==> config.mk <==
export PLATFORM = sky130hd
export DESIGN_NAME = rand_port_flat
export DESIGN_NICKNAME = d
export VERILOG_FILES = /design/src/rtl/rand_port_pkg.sv /design/src/rtl/rand_port_if.sv /design/src/rtl/rand_fifo.sv /design/src/rtl/rand_port.sv /design/src/flat_wrapper.sv
export SDC_FILE = /design/constraint.sdc
export NUM_CORES = 1
export LEC_CHECK = 0
export CAP_MARGIN = 20
export CELL_PAD_IN_SITES_DETAIL_PLACEMENT = 0
export CELL_PAD_IN_SITES_GLOBAL_PLACEMENT = 1
export CORE_MARGIN = 5
export CORE_UTILIZATION = 40
export CTS_BUF_LIST = sky130_fd_sc_hd__clkbuf_8
export DETAILED_ROUTE_END_ITERATION = 10
export PLACE_DENSITY_LB_ADDON = 0.1
export SYNTH_ARGS = -nofsm -noshare
export SYNTH_HDL_FRONTEND = slang
export SYNTH_SLANG_ARGS = --single-unit
==> constraint.sdc <==
create_clock -name clk -period 8.1 [get_ports clk]
set_input_delay 2.025 -clock clk [delete_from_list [all_inputs] [get_ports clk]]
set_output_delay 2.025 -clock clk [all_outputs]
set_load 0.005 [all_outputs]
==> src/rtl/rand_port_pkg.sv <==
// Shared definitions for rand_port: register addresses, STATUS bit positions, reset values.
package rand_port_pkg;

  localparam int DATA_W = 32;

  typedef enum logic [1:0] {
    RP_ADDR_DATA   = 2'd0,
    RP_ADDR_LIMIT  = 2'd1,
    RP_ADDR_STATUS = 2'd2,
    RP_ADDR_REJCNT = 2'd3
  } rp_addr_e;

  localparam int RP_ST_NE      = 0;
  localparam int RP_ST_FULL    = 1;
  localparam int RP_ST_CNT_LSB = 2;
  localparam int RP_ST_UFL     = 8;

  localparam logic [DATA_W-1:0] RP_LIMIT_RST = 32'hFFFF_FFFF;

endpackage

==> src/rtl/rand_port_if.sv <==
// CPU-side register bus of rand_port; rdata is combinational from addr and slave state.
interface rand_port_if;
  import rand_port_pkg::*;

  logic              cs;
  logic              we;
  logic [1:0]        addr;
  logic [DATA_W-1:0] wdata;
  logic [DATA_W-1:0] rdata;

  modport slave  (input cs, we, addr, wdata, output rdata);
  modport master (output cs, we, addr, wdata, input rdata);

endinterface

==> src/rtl/rand_fifo.sv <==
// DEPTH x DATA_W FIFO, head visible the cycle after push; flush wins over push/pop.
// Push into a full FIFO is taken only together with a pop (slot is recycled).
module rand_fifo #(
  parameter int DEPTH  = 4,
  parameter int DATA_W = 32
) (
  input  logic                       clk,
  input  logic                       rst_n,
  input  logic                       push_i,
  input  logic [DATA_W-1:0]          push_dat_i,
  input  logic                       pop_i,
  input  logic                       flush_i,
  output logic [DATA_W-1:0]          head_dat_o,
  output logic [$clog2(DEPTH):0]     count_o,
  output logic                       full_o,
  output logic                       empty_o
);

  localparam int AW = $clog2(DEPTH);
  localparam logic [AW:0] PTR_ONE = {{AW{1'b0}}, 1'b1};

  logic [DATA_W-1:0] mem_q [DEPTH];
  logic [AW:0]       wr_ptr_q, wr_ptr_d;
  logic [AW:0]       rd_ptr_q, rd_ptr_d;
  logic              push_ok;
  logic              pop_ok;

  assign count_o    = wr_ptr_q - rd_ptr_q;
  assign full_o     = (count_o == DEPTH[AW:0]);
  assign empty_o    = (count_o == '0);
  assign head_dat_o = mem_q[rd_ptr_q[AW-1:0]];

  always_comb begin
    pop_ok   = pop_i && !empty_o;
    push_ok  = push_i && (!full_o || pop_ok);
    wr_ptr_d = wr_ptr_q;
    rd_ptr_d = rd_ptr_q;
    if (flush_i) begin
      wr_ptr_d = '0;
      rd_ptr_d = '0;
    end else begin
      if (push_ok) wr_ptr_d = wr_ptr_q + PTR_ONE;
      if (pop_ok)  rd_ptr_d = rd_ptr_q + PTR_ONE;
    end
  end

  always_ff @(posedge clk) begin
    if (!rst_n) begin
      wr_ptr_q <= '0;
      rd_ptr_q <= '0;
    end else begin
      wr_ptr_q <= wr_ptr_d;
      rd_ptr_q <= rd_ptr_d;
    end
  end

  // Storage carries no reset: the pointers alone define which entries are valid.
  always_ff @(posedge clk) begin
    if (rst_n && push_ok && !flush_i) mem_q[wr_ptr_q[AW-1:0]] <= push_dat_i;
  end

endmodule

==> src/rtl/rand_port.sv <==
// Mask-and-reject range reduction of a per-cycle generator word into a FIFO, read over a 4-register bus.
// One cycle from rnd_i to FIFO head; when full and not popped, generator words are dropped uncounted.
module rand_port
  import rand_port_pkg::*;
#(
  parameter int DEPTH = 4,
  parameter int CNT_W = 16
) (
  input  logic              clk,
  input  logic              rst_n,
  input  logic [DATA_W-1:0] rnd_i,
  rand_port_if.slave        bus_if
);

  localparam int AW = $clog2(DEPTH);

  // Smallest 2^k-1 covering v: smear the leading one rightwards.
  function automatic logic [DATA_W-1:0] smear_mask(input logic [DATA_W-1:0] v);
    logic [DATA_W-1:0] m;
    m = v;
    m = m | (m >> 1);
    m = m | (m >> 2);
    m = m | (m >> 4);
    m = m | (m >> 8);
    m = m | (m >> 16);
    return m;
  endfunction

  logic [DATA_W-1:0] limit_q, limit_d;
  logic [DATA_W-1:0] mask_q, mask_d;
  logic [CNT_W-1:0]  rej_q, rej_d;
  logic              ufl_q, ufl_d;

  rp_addr_e          addr_e;
  logic              rd_req, wr_req;
  logic              pop_req, pop, flush, active, accept, push, reject, rej_clr;
  logic [DATA_W-1:0] cand;
  logic [DATA_W-1:0] status;

  logic [DATA_W-1:0] head_dat;
  logic [AW:0]       fifo_cnt;
  logic              fifo_full, fifo_empty;

  assign addr_e = rp_addr_e'(bus_if.addr);
  assign rd_req = bus_if.cs && !bus_if.we;
  assign wr_req = bus_if.cs && bus_if.we;

  always_comb begin
    pop_req = rd_req && (addr_e == RP_ADDR_DATA);
    pop     = pop_req && !fifo_empty;
    flush   = wr_req && (addr_e == RP_ADDR_LIMIT);
    rej_clr = wr_req && ((addr_e == RP_ADDR_STATUS) || (addr_e == RP_ADDR_REJCNT));
    active  = !flush && (!fifo_full || pop);
    cand    = rnd_i & mask_q;
    accept  = (cand <= limit_q);
    push    = active && accept;
    reject  = active && !accept;

    limit_d = limit_q;
    mask_d  = mask_q;
    rej_d   = rej_q;
    ufl_d   = ufl_q;

    if (flush) begin
      limit_d = bus_if.wdata;
      mask_d  = smear_mask(bus_if.wdata);
    end
    if (pop_req && fifo_empty) ufl_d = 1'b1;
    if (wr_req && (addr_e == RP_ADDR_STATUS)) ufl_d = 1'b0;
    // A clear in the same cycle as a rejection leaves the counter at zero.
    if (rej_clr) begin
      rej_d = '0;
    end else if (reject && (rej_q != {CNT_W{1'b1}})) begin
      rej_d = rej_q + CNT_W'(1);
    end
  end

  always_ff @(posedge clk) begin
    if (!rst_n) begin
      limit_q <= RP_LIMIT_RST;
      mask_q  <= RP_LIMIT_RST;
      rej_q   <= '0;
      ufl_q   <= 1'b0;
    end else begin
      limit_q <= limit_d;
      mask_q  <= mask_d;
      rej_q   <= rej_d;
      ufl_q   <= ufl_d;
    end
  end

  rand_fifo #(
    .DEPTH (DEPTH),
    .DATA_W(DATA_W)
  ) u_fifo (
    .clk       (clk),
    .rst_n     (rst_n),
    .push_i    (push),
    .push_dat_i(cand),
    .pop_i     (pop),
    .flush_i   (flush),
    .head_dat_o(head_dat),
    .count_o   (fifo_cnt),
    .full_o    (fifo_full),
    .empty_o   (fifo_empty)
  );

  always_comb begin
    status                           = '0;
    status[RP_ST_NE]                 = !fifo_empty;
    status[RP_ST_FULL]               = fifo_full;
    status[RP_ST_CNT_LSB +: AW+1]    = fifo_cnt;
    status[RP_ST_UFL]                = ufl_q;
  end

  always_comb begin
    bus_if.rdata = '0;
    unique case (addr_e)
      RP_ADDR_DATA:   bus_if.rdata = fifo_empty ? '0 : head_dat;
      RP_ADDR_LIMIT:  bus_if.rdata = limit_q;
      RP_ADDR_STATUS: bus_if.rdata = status;
      RP_ADDR_REJCNT: bus_if.rdata = DATA_W'(rej_q);
      default:        bus_if.rdata = '0;
    endcase
  end

endmodule

==> src/flat_wrapper.sv <==
// flat-port wrapper written by rule: the top's interface ports become plain ports
module rand_port_flat import rand_port_pkg::*;
#(
  parameter int DEPTH = 4,
  parameter int CNT_W = 16
)
  (clk, rst_n, rnd_i, bus_if_cs, bus_if_we, bus_if_addr, bus_if_wdata, bus_if_rdata);
  rand_port_if bus_if_i ();
  input  logic clk;
  input  logic rst_n;
  input  logic [DATA_W-1:0] rnd_i;
  input wire logic [$bits(bus_if_i.cs)-1:0] bus_if_cs;
  input wire logic [$bits(bus_if_i.we)-1:0] bus_if_we;
  input wire logic [$bits(bus_if_i.addr)-1:0] bus_if_addr;
  input wire logic [$bits(bus_if_i.wdata)-1:0] bus_if_wdata;
  output wire logic [$bits(bus_if_i.rdata)-1:0] bus_if_rdata;
  assign bus_if_i.cs = bus_if_cs;
  assign bus_if_i.we = bus_if_we;
  assign bus_if_i.addr = bus_if_addr;
  assign bus_if_i.wdata = bus_if_wdata;
  assign bus_if_rdata = bus_if_i.rdata;
  rand_port #(.DEPTH(DEPTH), .CNT_W(CNT_W)) u_core (.clk(clk), .rst_n(rst_n), .rnd_i(rnd_i), .bus_if(bus_if_i));
endmodule
==> key figures <==
Yosys
  – Mapped Cells: 808
  – Top cell type's share of synthesized area: between 30% and 40%
  – Sequential element share of the synthesized area: about 57%
  – Top FF cell, synth: edfxtp_1
  – Largest area contributor in the netlist: edfxtp_1
  – Main combinational cell family by area after synthesis: simple AND/OR/NAND/NOR gates
  – Largest cells by area after synthesis: edfxtp_1 39%, dfxtp_1 18%, mux4_2 7.4%, ha_1 4.9%, nand2_1 3.7%
  – Xor and xnor area share after synthesis: 0.5120%
  – Avg Cell Area, Syn: roughly 12 um2
  – Post-synth EDFFs: 128
  – Adder-Cell Fraction of Synth Area: around 5%
  – Cell variety after synth: 63
  – Flops & latches, synth: 216
  – Fraction of registers with async set/reset: 0%
  – Cell area after synthesis: slightly below 10000 um2
  – Yosys warning total: 0
  – Post-Syn Nets: roughly 920
  – Mux cell area share after synthesis: between 7 and 8%
  – Post-synthesis compound-gate area fraction: 11.71%
  – Post-synthesis simple-gate area fraction: between 10 and 15%

Finish
  – Area Overhead vs Synth: 20.62%
  – Ant diodes: 0
  – FF+latch area: approximately 5600 um2
  – Fill cells: ~2200
  – Multi-input logic area: between 3000 and 4000 um2
  – Finished Core Util: about half
  – Share of layout cells above drive strength 1: a little under an eighth
  – Nets: between 1000 and 1500

Setup path
  – Startpoint Class: primary input
  – Crit path required time: a little over 6 ns
  – CP Capture Type: output port
  – Crit-path max FO: 24
  – CP Data Arrival Time: 4.38 ns
  – Worst R2R Setup Slack: between 3 and 4 ns
  – Reg-to-reg startpoint: u_core.mask_q[11]
  – Crit path kind: primary input to output port
  – CP startpoint: bus_if_addr[1]

Timing
  – Slew headroom: around an eighth
  – Final Setup Violations: 0
  – Final Cycle Share: 79.10%
  – RSZ-0062 raised after global routing: no
  – Fmax: 156.1 MHz
  – Least-Margin Pin Slew: around 1.3 ns
  – Clock Skew: approximately 0.018 ns
  – Fin Hold WS: 0.4584 ns
  – Setup TNS: 0 ns
  – Final Max Tran Viols: 0
  – Final Hold Vio Count: 0
  – Min Tclk post-route: 6.407 ns

Clocking
  – CTS resizes: 0
  – CTS tree: yes
  – Worst-path clk slew: about 0.05 ns
  – Postcts setup bufs: 0
  – Hold_buf cts: 0
  – Clock Tree Root: clkbuf_8
  – CTS H-tree lvls: 2
  – Clk sink count: 216
  – CTS Buffer Depth: 3
  – Skew-Pair Late Insertion Delay: roughly 0.52 ns
  – Cts bufs inserted: 38

Pwr
  – Clock share of power: 36.8%
  – Pwr per Cell Area: 206.8 nW/um2
  – Internal Power: between 1.5 and 2 mW
  – Combinational power share: around 12%
  – Peak VDD IR: 0.1359 mV
  – LEAKAGE: roughly 4.3 nW
  – Net Switching: 614.3 uW
  – Sequential share of power: a little over 50%
  – Net Sw Frac: ~25%

Detailed routing
  – Drt initial violations: between 400 and 500
  – Vias/cell: approximately 5.4
  – Vias: just under 7000
  – Residual DRC: 0
  – WL/cell: around 21 um
  – DRT antenna net count: 0
  – Total Wirelength: roughly 26000 um
  – Pre-antenna DRT Iters: 4

GRT
  – Congestion Overflow GR: 0
  – First-pass GRT wire length: about 40000 um
  – All-Layer GR Usage: 18.76%
  – Layer with the highest usage: met2
  – Grt met3 use: under 10%
  – Vias in the first global route: between 7000 and 8000
  – Met1 Track Usage GR: a little under a quarter
  – Met2 Use GR: 32.85%
  – Initial antenna violation count: 0
  – Largest net degree at the start of global routing: between 60 and 70

Min path
  – Hold_sp: u_core.mask_q[30]
  – Hold crit path type: register to register

Floorplan
  – Die Footprint: 27660 um2
  – DIE WIDTH: around 170 um
  – Die H: 166.3 um
  – Num ports: slightly above 100
  – Starting Density: between 40% and 50%
  – Floorplan row count: 57
  – Core area: between 20000 and 25000 um2

Place
  – Placer Congestion: around 0.84
  – IO buf count: 101
  – Dpl hpwl: ~18000 um

Job
  – Max_cap viols: 0

Run status
  – Status: finished clean
[cells in the mapped netlist (all sizes together), types with 4 or more instances]
cell,number
a21oi,30
a221oi,4
a22o,16
a2bb2oi,10
and2,35
and3,10
buf,11
clkbuf,32
dfxtp,88
edfxtp,128
ha,38
inv,39
mux4,32
nand2,96
nand3,24
nand4,8
nor2,45
nor2b,6
nor3,6
nor4,12
o211ai,36
o21a,4
o21ai,26
o22a,5
o31ai,10
o32a,4
or3,5
or4,13
[metrics by stage]
step / instances / power, mW / cell area [um2] / worst slack [ns]
6_report: 1275 / 2.438 / 11790 / 1.693
5_1_grt: 1275 / 2.546 / 11790 / 1.510
4_1_cts: 1274 / 2.475 / 11790 / 1.631
3_5_place_dp: 1204 / 1.568 / 11100 / 1.650
3_3_place_gp: 1204 / 1.560 / 11100 / 1.692
2_1_floorplan: 808 / 1.421 / 9774 / 2.853
[final cells by class]
type,instances,share of cell area (%)
sequential,216,47.55
multi-input combinational,509,32.49
timing repair buffer,116,9.466
clock buffer,40,4.669
tap,324,3.438
inverter,40,1.273
clock inverter,30,1.104
[registers in the layout, indices dropped and copies added (netlist names), named ones only]
signal / count
u_core.u_fifo.wr_ptr_q: 3
u_core.u_fifo.mem_q: 128
u_core.mask_q: 32
u_core.u_fifo.rd_ptr_q: 3
u_core.rej_q: 16
u_core.limit_q: 31
u_core.ufl_q: 1
[cell families after synthesis]
family | count (synthesis)
buf+inv | 83
mux | 35
flops | 216
xor+xnor | 4
fa+ha+maj | 39
compound gates | 161
simple gates | 270
[layer usage]
metal | wire length [um] | up-vias
met3 | 1261 | 44
met4 | 598 | 0
met1 | 11370 | 3432
li1 | - | 3287
met5 | 0 | -
met2 | 13230 | 180
[final timing paths]
path	end	cells after the start
max reg2reg	u_core.u_fifo.mem_q[2][14]	9
min reg2reg	u_core.mask_q[30]	2
min	u_core.mask_q[30]	2
max	bus_if_rdata[1]	6
[critical path: stages]
cell and delay, ns:
clkdlybuf4s50_1 0.86, nor3_2 0.35, buf_4 0.30, a22oi_1 0.18
nand2_1 0.15, clkdlybuf4s50_1 0.51
[power by group through the flow]
stage	clock network [mW]	logic, mW	registers (mW)
detailed placement	0	0.302	1.27
CTS	0.928	0.304	1.24
finish	0.898	0.299	1.24
floorplan	0	0.163	1.26
global placement	0	0.298	1.26
global route	0.974	0.326	1.25
[cell usage in the layout, fill, tap and decap left out, drive strengths merged, types with 4 or more instances in the layout]
master and instances:
a22o 16, inv 57, nor2b 6, and3 10, a221oi 4, a21oi 30, o31ai 10, or4 13
clkinv 12, nand2 96, nor3 6, clkbuf 40, mux4 32, or3 5, nand4 8, dfxtp 88
nor2 45, and2 35, buf 16, o32a 4, nand3 24, a2bb2oi 10, o21ai 26, o22a 5
o21a 4, o211ai 36, clkdlybuf4s50 100, edfxtp 128, nor4 12, ha 38
No activity file was read; power rests on OpenSTA's default activity.
